### src/rtl/mpw_design_mux_pkg.sv
// Shared types and default constants for the MPW design selector.
package mpw_design_mux_pkg;

  // Default sequencing lengths and pad count.
  localparam int unsigned DEF_GUARD_CYCLES = 4;
  localparam int unsigned DEF_RESET_HOLD   = 16;
  localparam int unsigned DEF_IO_W         = 38;

  // Switch sequence states.
  typedef enum logic [1:0] {
    ST_GUARD = 2'd0,
    ST_RESET = 2'd1,
    ST_RUN   = 2'd2
  } mux_state_e;

  // Larger of two unsigned values, used to size the shared counter.
  function automatic int unsigned max_u(input int unsigned a, input int unsigned b);
    return (a > b) ? a : b;
  endfunction

endpackage

### src/rtl/mpw_io_select.sv
// NUM_DESIGNS:1 selection of pad out/oeb slices with force-to-safe controls.
module mpw_io_select
  import mpw_design_mux_pkg::*;
#(
  parameter int unsigned NUM_DESIGNS = 4,
  parameter int unsigned SEL_W       = 2,
  parameter int unsigned IO_W        = DEF_IO_W
) (
  input  logic [SEL_W-1:0]            sel,
  input  logic                        force_out,
  input  logic                        force_oeb,
  input  logic [NUM_DESIGNS*IO_W-1:0] design_io_out,
  input  logic [NUM_DESIGNS*IO_W-1:0] design_io_oeb,
  output logic [IO_W-1:0]             io_out_c,
  output logic [IO_W-1:0]             io_oeb_c
);

  logic [IO_W-1:0] mux_out;
  logic [IO_W-1:0] mux_oeb;

  // Pick the selected slice; an unmatched index leaves pads tri-stated.
  always_comb begin
    mux_out = '0;
    mux_oeb = '1;
    for (int k = 0; k < int'(NUM_DESIGNS); k++) begin
      if (sel == SEL_W'(k)) begin
        mux_out = design_io_out[k*IO_W +: IO_W];
        mux_oeb = design_io_oeb[k*IO_W +: IO_W];
      end
    end
    io_out_c = force_out ? '0 : mux_out;
    io_oeb_c = force_oeb ? '1 : mux_oeb;
  end

endmodule

### src/rtl/mpw_design_mux.sv
// N-way selector attaching one design macro at a time to the user pads,
// with a guarded tri-state / reset / handover sequence on every switch.
// Optional feature: define MPW_DESIGN_MUX_OUTREG_EN to register o_io_out/o_io_oeb.
module mpw_design_mux
  import mpw_design_mux_pkg::*;
#(
  parameter int unsigned NUM_DESIGNS  = 4,
  parameter int unsigned SEL_W        = $clog2(NUM_DESIGNS),
  parameter int unsigned IO_W         = DEF_IO_W,
  parameter int unsigned GUARD_CYCLES = DEF_GUARD_CYCLES,
  parameter int unsigned RESET_HOLD   = DEF_RESET_HOLD
) (
  input  logic                        i_clk,
  input  logic                        i_reset,
  input  logic [SEL_W-1:0]            i_sel_req,
  input  logic                        i_sel_strobe,
  output logic [SEL_W-1:0]            o_sel_active,
  output logic                        o_busy,
  output logic                        o_sel_err,
  output logic [NUM_DESIGNS-1:0]      o_design_reset,
  input  logic [NUM_DESIGNS*IO_W-1:0] i_design_io_out,
  input  logic [NUM_DESIGNS*IO_W-1:0] i_design_io_oeb,
  output logic [IO_W-1:0]             o_io_out,
  output logic [IO_W-1:0]             o_io_oeb
);

  localparam int unsigned CNT_MAX = max_u(GUARD_CYCLES, RESET_HOLD);
  localparam int unsigned CNT_W   = $clog2(CNT_MAX + 1);
  localparam int unsigned SELX_W  = SEL_W + 1;
  localparam logic [CNT_W-1:0] GUARD_LOAD = CNT_W'(GUARD_CYCLES - 1);
  localparam logic [CNT_W-1:0] RESET_LOAD = CNT_W'(RESET_HOLD - 1);

  mux_state_e             state_q, state_d;
  logic [CNT_W-1:0]       cnt_q, cnt_d;
  logic [SEL_W-1:0]       target_q, target_d;
  logic [SEL_W-1:0]       sel_active_d;
  logic                   busy_d;
  logic                   sel_err_d;
  logic [NUM_DESIGNS-1:0] design_reset_d;
  logic                   in_range_c;
  logic                   force_out_c;
  logic                   force_oeb_c;
  logic [IO_W-1:0]        sel_out_c;
  logic [IO_W-1:0]        sel_oeb_c;

  // Request range check; only a non-power-of-two design count can overflow.
  if ((1 << SEL_W) == NUM_DESIGNS) begin : g_pow2
    assign in_range_c = 1'b1;
  end else begin : g_npow2
    assign in_range_c = ({1'b0, i_sel_req} < SELX_W'(NUM_DESIGNS));
  end

  // Next-state, counter and registered-output values for the switch sequence.
  always_comb begin
    state_d        = state_q;
    cnt_d          = cnt_q;
    target_d       = target_q;
    sel_err_d      = 1'b0;
    sel_active_d   = o_sel_active;
    busy_d         = 1'b1;
    design_reset_d = '1;

    case (state_q)
      ST_GUARD: begin
        if (cnt_q == '0) begin
          state_d = ST_RESET;
          cnt_d   = RESET_LOAD;
        end else begin
          cnt_d = cnt_q - CNT_W'(1);
        end
      end
      ST_RESET: begin
        if (cnt_q == '0) begin
          state_d = ST_RUN;
          cnt_d   = '0;
        end else begin
          cnt_d = cnt_q - CNT_W'(1);
        end
      end
      ST_RUN: begin
        if (i_sel_strobe) begin
          if (in_range_c) begin
            target_d = i_sel_req;
            state_d  = ST_GUARD;
            cnt_d    = GUARD_LOAD;
          end else begin
            sel_err_d = 1'b1;
          end
        end
      end
      default: begin
        state_d  = ST_RESET;
        cnt_d    = RESET_LOAD;
        target_d = '0;
      end
    endcase

    // Active index follows the target only once the sequence reaches RESET.
    if (state_d == ST_RESET) begin
      sel_active_d = target_d;
    end
    busy_d = (state_d != ST_RUN);
    if (state_d == ST_RUN) begin
      for (int k = 0; k < int'(NUM_DESIGNS); k++) begin
        if (sel_active_d == SEL_W'(k)) begin
          design_reset_d[k] = 1'b0;
        end
      end
    end
  end

  // State, counter and control-output registers.
  always_ff @(posedge i_clk or posedge i_reset) begin
    if (i_reset) begin
      state_q        <= ST_RESET;
      cnt_q          <= RESET_LOAD;
      target_q       <= '0;
      o_sel_active   <= '0;
      o_busy         <= 1'b1;
      o_sel_err      <= 1'b0;
      o_design_reset <= '1;
    end else begin
      state_q        <= state_d;
      cnt_q          <= cnt_d;
      target_q       <= target_d;
      o_sel_active   <= sel_active_d;
      o_busy         <= busy_d;
      o_sel_err      <= sel_err_d;
      o_design_reset <= design_reset_d;
    end
  end

  mpw_io_select #(
    .NUM_DESIGNS (NUM_DESIGNS),
    .SEL_W       (SEL_W),
    .IO_W        (IO_W)
  ) u_io_select (
    .sel           (o_sel_active),
    .force_out     (force_out_c),
    .force_oeb     (force_oeb_c),
    .design_io_out (i_design_io_out),
    .design_io_oeb (i_design_io_oeb),
    .io_out_c      (sel_out_c),
    .io_oeb_c      (sel_oeb_c)
  );

`ifdef MPW_DESIGN_MUX_OUTREG_EN
  // Registered pads lag a cycle, so oeb forcing starts on the accept cycle.
  assign force_out_c = (state_q != ST_RUN);
  assign force_oeb_c = (state_q != ST_RUN) || (state_d == ST_GUARD);

  // Pad output registers.
  always_ff @(posedge i_clk or posedge i_reset) begin
    if (i_reset) begin
      o_io_out <= '0;
      o_io_oeb <= '1;
    end else begin
      o_io_out <= sel_out_c;
      o_io_oeb <= sel_oeb_c;
    end
  end
`else
  // Pads are a direct mux of the active design, forced safe outside RUN.
  assign force_out_c = (state_q != ST_RUN);
  assign force_oeb_c = (state_q != ST_RUN);
  assign o_io_out    = sel_out_c;
  assign o_io_oeb    = sel_oeb_c;
`endif

endmodule

### config.mk
export PLATFORM = sky130hd
export DESIGN_NAME = mpw_design_mux
export DESIGN_NICKNAME = d
export VERILOG_FILES = /design/src/rtl/mpw_design_mux_pkg.sv /design/src/rtl/mpw_io_select.sv /design/src/rtl/mpw_design_mux.sv
export SDC_FILE = /design/constraint.sdc
export NUM_CORES = 1
export LEC_CHECK = 0
export CORE_AREA = 2 2 152 154
export DETAILED_ROUTE_END_ITERATION = 6
export DIE_AREA = 0 0 154 156
export PLACE_DENSITY = 0.49
export SLEW_MARGIN = 20
export SYNTH_ARGS = -nofsm -noshare
export SYNTH_HDL_FRONTEND = slang
export SYNTH_SLANG_ARGS = --single-unit
### constraint.sdc
create_clock -name i_clk -period 3.4 [get_ports i_clk]
set_input_delay 1.02 -clock i_clk [delete_from_list [all_inputs] [get_ports i_clk]]
set_output_delay 1.02 -clock i_clk [all_outputs]
set_load 0.01 [all_outputs]
==> results of run 1 <==
-- stage by stage --
stage | instance area, um2 | TNS [ns] | setup slack, ns | hold WS (ns)
after detailed placement | 7390 | -19.24 | -0.398 | 0.490
after global placement | 7390 | -18.95 | -0.386 | 0.480
after floorplan | 3100 | 0 | 0.550 | 0.465
after CTS | 7240 | 0 | 0.00183 | 0.501
after global routing | 7530 | 0 | 0.000468 | 0.538
final | 7530 | 0 | 0.0143 | 0.499
-- sequential cells by signal, summed over array words and instances (netlist names) --
| signal | cells |
|---|---|
| o_design_reset | 4 |
| cnt_q | 5 |
| o_busy | 1 |
| state_q | 2 |
| target_q | 2 |
| o_sel_active | 2 |
-- metal layers --
metal	wire, um	vias to the layer above	share of wire
li1	-	1837	-
met1	7220	2042	0.37
met2	10400	181	0.54
met3	1290	24	0.067
met4	359	0	0.019
met5	0	-	0
-- repair_timing --
action,4_1_cts,5_1_grt
gates resized for setup,224,110
setup endpoints to repair,76,45
pin swaps,5,14
setup buffers,0,0
endpoints found under the hold margin,0,0
gates cloned,0,0
-- cell type report --
class | instances | area (um2) | share of cell area
clock buffers | 4 | 88.8 | 0.0118
multi-input cells | 200 | 2560 | 0.339
well taps | 285 | 357 | 0.0473
repair buffers | 405 | 4080 | 0.541
diodes | 4 | 10.0 | 0.00133
inverters | 6 | 22.5 | 0.00299
flip-flops and latches | 16 | 420 | 0.0558
-- worst min path at each step --
stage,end,slack (ns),cells after the start
floorplan,target_q[1],0.47,1
global placement,target_q[1],0.48,1
detailed placement,target_q[1],0.49,1
CTS,target_q[1],0.50,1
global route,target_q[1],0.54,1
finish,target_q[1],0.50,1
-- worst max-delay path: stages --
cell             delay, ns
clkdlybuf4s50_1       0.40
mux4_2                0.46
or3_1                 0.33
buf_2                 0.16
-- layout by cell type (no fill, tap or decap), types with 11 or more instances in the layout --
cell             count
and3_1              38
buf_2               25
dlymetal6s2s_1      57
buf_6               13
or3_4               11
or3_1               27
clkdlybuf4s15_1     28
mux4_2              76
clkdlybuf4s50_1    231
dlygate4sd2_1       36
-- power by group --
group          internal (W)  switching (W)
Combinational       0.00145        0.00102
Clock              0.000179      0.0000795
Sequential         0.000286       0.000107
-- cells by family (layout without fill, tap and decap cells) --
family	after synthesis	in the layout	synth area share
flops	16	16	0.133
compound gates	18	18	0.0416
buf+inv	45	415	0.0605
xor+xnor	1	1	0.00282
other cells	1	5	0.00121
mux	78	78	0.559
fa+ha+maj	1	1	0.00403
simple gates	101	101	0.198
==> run_results.csv, run 1 <==
group,metric,value,unit
floorplanning,start_util,0.139,
finish,nets,942,
timing,slew_violations,0,
global_routing,grt_pass1_vias,4578,
clock_tree,clk_latency,0.25,ns
critical_path,crit_end,"o_io_oeb[21]",
critical_path,startpoint,"i_design_io_oeb[135]",
routing,drtPass1Iterations,4,
place,gp_congestion,0.948,
global_routing,grt_use_total,0.151,
run,drv_cap,0,
finish,instances_no_fill,920,
worst_hold_path,hp-class,"reg2reg",
global_routing,grt_use_met2,0.283,
timing,post-route-min-period,3.39,ns
routing,wl_per_cell,21.0,um
finish,fill_cells,2252,
critical_path,arrival,2.37,ns
clock_tree,cts.clk_slew.worst_paths,0.05,ns
logic_synthesis,yosysUniqueCellTypes,38,
routing,vias,4084,
logic_synthesis,synthTopCellsByCount,"76 x mux4_2, 38 x and3_1, 38 x or3_1",
timing,clock.fmax,295,MHz
clock_tree,numCtsBuffers,3,
floorplanning,die_y,156,um
floorplanning,placeableCoreArea,22400,um2
critical_path,reg2regPathDepth,6,
global_routing,grt_pass1_wl,28100,um
power,powerDensity,415,nW/um2
status,status,"finished clean",
logic_synthesis,synth_top_area_frac,0.552,
routing,drt-total-wl,19300,um
timing,timing.final.crit_share,0.996,
timing,tightest_slew,0.674,ns
logic_synthesis,ys_seq_area_frac,0.133,
global_routing,grt.busiest_layer,"met2",
global_routing,use_met3,0.0367,
global_routing,grt.overflow.total,0,
timing,relSlewSlack,0.550,
floorplanning,fp.dieW,154,um
logic_synthesis,synth_ff_type,"dfstp_2",
logic_synthesis,synth.ff_latch_count,16,
floorplanning,num_rows,55,
critical_path,rr_endpoint,"o_design_reset[2]",
logic_synthesis,yosysTopAreaCell,"mux4_2",
critical_path,cp.required,2.38,ns
worst_hold_path,hp-start,"target_q[1]",
place,port_buffers,391,
logic_synthesis,syn_nets,571,
logic_synthesis,synthCells,261,
critical_path,cp-start-kind,"input port",
logic_synthesis,syn_area,3100,um2
timing,clock_skew,0.00471,ns
finish,syn_to_final_growth,143,%
floorplanning,die-area,24000,um2
critical_path,regToRegSetupSlack,1.23,ns
critical_path,crit_type,"in2out",
routing,drtIter0Drc,217,
global_routing,met1_usage,0.175,
power,power,0.00313,W
clock_tree,hold_buffers,0,
place,dpl.hpwl,15900,um
logic_synthesis,postSynthAreaPerCell,11.9,um2
global_routing,antenna_found_initial,4,
timing,rsz0062_at_grt,"false",
finish,fin_util,0.337,
routing,ant_nets,0,
logic_synthesis,async_flop_share,1.00,
power,ir_worst_vdd,0.000204,V
clock_tree,clock_sinks,16,
logic_synthesis,synth_edf_count,0,
timing,hold_viol,0,
timing,setup_viol,0,
critical_path,crit_path_end_kind,"output port",
logic_synthesis,yosys-top-cells-area,"mux4_2 55%, dfstp_2 8.5%, and3_1 7.7%",
critical_path,cp_max_fo,1,
finish,drive_gt1_frac,0.254,
clock_tree,clk_root_buffer_cell,"clkbuf_16",
logic_synthesis,yosys_warnings,0,
logic_synthesis,synth_most_common_cell,"mux4_2",
clock_tree,clock_path_buffers,2,
place,dp_cells,912,
routing,drc_errors,0,
floorplanning,ios,393,
power,power.leakage,3.38,nW
clock_tree,cts_tree,"done",
clock_tree,h-tree-depth,1,
global_routing,grt_max_degree,53,
critical_path,reg2reg_from,"cnt_q[0]",
routing,vias_per_cell,4.44,
Power figures use the tool's default switching activity.
==> run 2, diff against run 1 <==
--- a/config.mk
+++ b/config.mk
@@ -9,7 +9,6 @@
 export DETAILED_ROUTE_END_ITERATION = 6
 export DIE_AREA = 0 0 154 156
 export PLACE_DENSITY = 0.49
-export SLEW_MARGIN = 20
 export SYNTH_ARGS = -nofsm -noshare
 export SYNTH_HDL_FRONTEND = slang
 export SYNTH_SLANG_ARGS = --single-unit
==> results of run 2 <==
The final DEF is identical to that of run 1; final timing and power are the same.
==> run 3, diff against run 2 <==
--- a/config.mk
+++ b/config.mk
@@ -5,10 +5,11 @@
 export SDC_FILE = /design/constraint.sdc
 export NUM_CORES = 1
 export LEC_CHECK = 0
-export CORE_AREA = 2 2 152 154
+export CORE_AREA = 2 2 154 156
 export DETAILED_ROUTE_END_ITERATION = 6
-export DIE_AREA = 0 0 154 156
+export DIE_AREA = 0 0 156 158
 export PLACE_DENSITY = 0.49
 export SYNTH_ARGS = -nofsm -noshare
 export SYNTH_HDL_FRONTEND = slang
+export SYNTH_HIERARCHICAL = 1
 export SYNTH_SLANG_ARGS = --single-unit
==> run 3 against run 2 <==
Count of clock-buffer cells in the layout unchanged. Sequential share of layout area decreased by 0.12 points. Critical path depth unchanged. Combinational power shrank 40%. Non-clock buffer count grew 6. Sequential power is 13% lower. Area after synthesis is 6.7% higher. Sequential cell count unchanged. Register-to-register slack improved by 0.04 ns.
==> run_results.csv, run 3 <==
group,metric,value,unit
timing,relSlewSlack,0.600,
routing,drt-total-wl,18400,um
routing,vias,4304,
logic_synthesis,synth_most_common_cell,"mux2i_1",
logic_synthesis,synth_ff_type,"dfstp_2",
logic_synthesis,yosys-top-cells-area,"mux2i_1 46%, a22oi_2 14%, dfstp_2 7.9%",
critical_path,critical_path.cell_chain,"clkdlybuf4s50_1, mux2i_1, a22oi_2, clkdlybuf4s50_1",
run,drv_cap,0,
clock_tree,clk_root_buffer_cell,"clkbuf_16",
logic_synthesis,synthCells,336,
routing,drtIter0Drc,222,
global_routing,antenna_found_initial,0,
critical_path,slowest_delay,0.55,ns
logic_synthesis,synth_edf_count,0,
logic_synthesis,yosys.area_share.xor_xnor,0.00265,
finish,layout_common_cells,"350 x clkdlybuf4s50_1, 153 x mux2i_1, 37 x a22oi_2, 37 x o22ai_1, 34 x dlygate4sd2_1",
timing,hold_viol,0,
logic_synthesis,synth_top_area_frac,0.463,
clock_tree,cts_tree,"done",
finish,final_common_cell,"clkdlybuf4s50_1",
finish,instances_no_fill,1006,
logic_synthesis,yosysUniqueCellTypes,43,
critical_path,crit_type,"in2out",
logic_synthesis,postSynthAreaPerCell,9.85,um2
logic_synthesis,ys_seq_area_frac,0.125,
logic_synthesis,syn_nets,646,
clock_tree,h-tree-depth,1,
worst_hold_path,hp-start,"cnt_q[0]",
logic_synthesis,synth_compound_area_frac,0.260,
finish,top_regs,"cnt_q x5, o_design_reset x4",
status,status,"finished clean",
logic_synthesis,syn_area,3310,um2
finish,drive_gt1_frac,0.113,
floorplanning,die_y,158,um
critical_path,regToRegSetupSlack,1.27,ns
place,dpl.hpwl,14900,um
critical_path,cp_slowest_cell,"clkdlybuf4s50_1",
routing,top_layer,"met4",
logic_synthesis,yosysTopAreaCell,"mux2i_1",
critical_path,cp_max_fo,1,
global_routing,grt_pass1_vias,4241,
global_routing,grt_pass1_wl,25300,um
timing,rsz0062_at_grt,"false",
clock_tree,numCtsBuffers,3,
logic_synthesis,muxShareOfSynthArea,0.466,
logic_synthesis,async_flop_share,1.00,
floorplanning,start_util,0.144,
timing,clock.fmax,297,MHz
critical_path,cp_common_cell,"clkdlybuf4s50_1",
critical_path,rr_endpoint,"o_design_reset[1]",
worst_hold_path,holdPathStages,2,
logic_synthesis,synth.ff_latch_count,16,
critical_path,crit_path_end_kind,"output port",
logic_synthesis,synthTopCellsByCount,"153 x mux2i_1, 38 x o22ai_1, 37 x a22oi_2",
worst_hold_path,hp-class,"reg2reg",
timing,setup_viol,0,
critical_path,cp.required,2.38,ns
finish,syn_to_final_growth,130,%
clock_tree,post-cts-setup-buffer-count,0,
routing,drc_errors,0,
routing,met2_length,9390,um
timing,post-route-min-period,3.37,ns
global_routing,grt_max_degree,73,
routing,vias_per_cell,4.28,
critical_path,reg2reg_from,"cnt_q[0]",
power,powerDensity,270,nW/um2
routing,wl_per_cell,18.3,um
logic_synthesis,yosys.area_share.simple,0.0461,
global_routing,grt_use_total,0.132,
clock_tree,clock_sinks,16,
place,port_buffers,391,
critical_path,cp-start-kind,"input port",
global_routing,grt.overflow.total,0,
place,dp_cells,1001,
finish,nets,1027,
logic_synthesis,yosys_warnings,6,
timing,tightest_slew,0.599,ns
finish,diodes,0,
critical_path,reg2regPathDepth,6,
finish,largest_register_ffs,5,
logic_synthesis,synth_fa_ha_area_frac,0.00378,
routing,wl_met3,1380,um
clock_tree,cts.clk_slew.worst_paths,0.05,ns
timing,slew_violations,0,
worst_hold_path,min_to,"cnt_q[0]",
power,power.leakage,3.57,nW
logic_synthesis,synth_top_family_by_area,"multiplexers",
power,ir_worst_vdd,0.000229,V
timing,clock_skew,0.00305,ns
clock_tree,clock_path_buffers,2,
routing,drt-met1-wl,7440,um
critical_path,critPathTopFamily,"buffers and inverters",
finish,top_register,"cnt_q",
floorplanning,placeableCoreArea,23100,um2
timing,timing.final.crit_share,0.990,
critical_path,crit_buf_inv,2,
routing,drtPass1Iterations,4,
critical_path,arrival,2.35,ns
place,gp_congestion,0.855,
floorplanning,fp.dieW,156,um
floorplanning,die-area,24600,um2
routing,ant_nets,0,
floorplanning,num_rows,56,
timing,finalSetupTns,0,ns
clock_tree,clk_latency,0.25,ns
floorplanning,ios,393,
## run 3: where the power goes
group / internal (W) / switching [W] / leakage [nW]
Sequential: 0.000281 / 0.0000630 / 0.172
Combinational: 0.000851 / 0.000631 / 3.36
Clock: 0.000159 / 0.0000740 / 0.0382
Total: 0.00129 / 0.000768 / 3.57
## run 3: what timing repair did
item / CTS / global route
pin swaps: 1 / 0
resized for setup: 39 / 7
hold buffers: 0 / 0
endpoints found under the setup margin: 35 / 7
cloned: 1 / 0
## run 3: metrics by stage
step / setup WS (ns) / hold slack (ns) / area [um2] / util / total power [W]
CTS: 0.000752 / 0.504 / 7610 / 0.330 / 0.00208
global placement: -0.0711 / 0.495 / 7540 / 0.327 / 0.00181
detailed placement: -0.0735 / 0.497 / 7540 / 0.327 / 0.00184
finish: 0.0325 / 0.505 / 7620 / 0.331 / 0.00206
floorplan: 0.723 / 0.465 / 3310 / - / 0.00113
global route: 0.000401 / 0.540 / 7620 / 0.331 / 0.00220
## run 3: how the worst max path moves through the flow
stage / to / from / slack (ns) / cells past startpoint
finish: o_io_oeb[10] / i_design_io_oeb[10] / 0.03 / 4
global route: o_io_oeb[30] / state_q[0] / 0.0004 / 7
CTS: o_io_oeb[12] / i_design_io_oeb[50] / 0.0008 / 4
detailed placement: o_io_out[0] / i_design_io_out[0] / -0.07 / 4
global placement: o_io_oeb[5] / i_design_io_oeb[5] / -0.07 / 4
floorplan: o_io_out[10] / state_q[1] / 0.72 / 6
## run 3: cell families after synthesis
kind of cell    Yosys count
compound gates           95
xor+xnor                  1
fa+ha+maj                 1
buf+inv                  42
flops                    16
mux                     154
other cells               1
simple gates             26
## run 3: layer usage
metal  vias up  GRT usage
met1      2011      0.163
met2       194      0.242
met4         0     0.0214
met5         -          0
li1       2089          -
met3        10     0.0266
## run 3: worst register-to-register path: stages, from the launching register on
cell      delay [ns]
dfstp_2         0.37
inv_1           0.07
ha_1            0.23
nor4b_2         0.51
mux2i_1         0.35
o311ai_4        0.15
or3b_1          0.38
## run 3: layout make-up
| cell class | count | area [um2] |
|---|---|---|
| Tap cell | 290 | 363 |
| Sequential cell | 16 | 417 |
| Timing Repair Buffer | 411 | 4130 |
| Inverter | 6 | 22.5 |
| Clock buffer | 4 | 78.8 |
| Multi-Input combinational cell | 279 | 2620 |
| Fill cell | 2365 | 15400 |
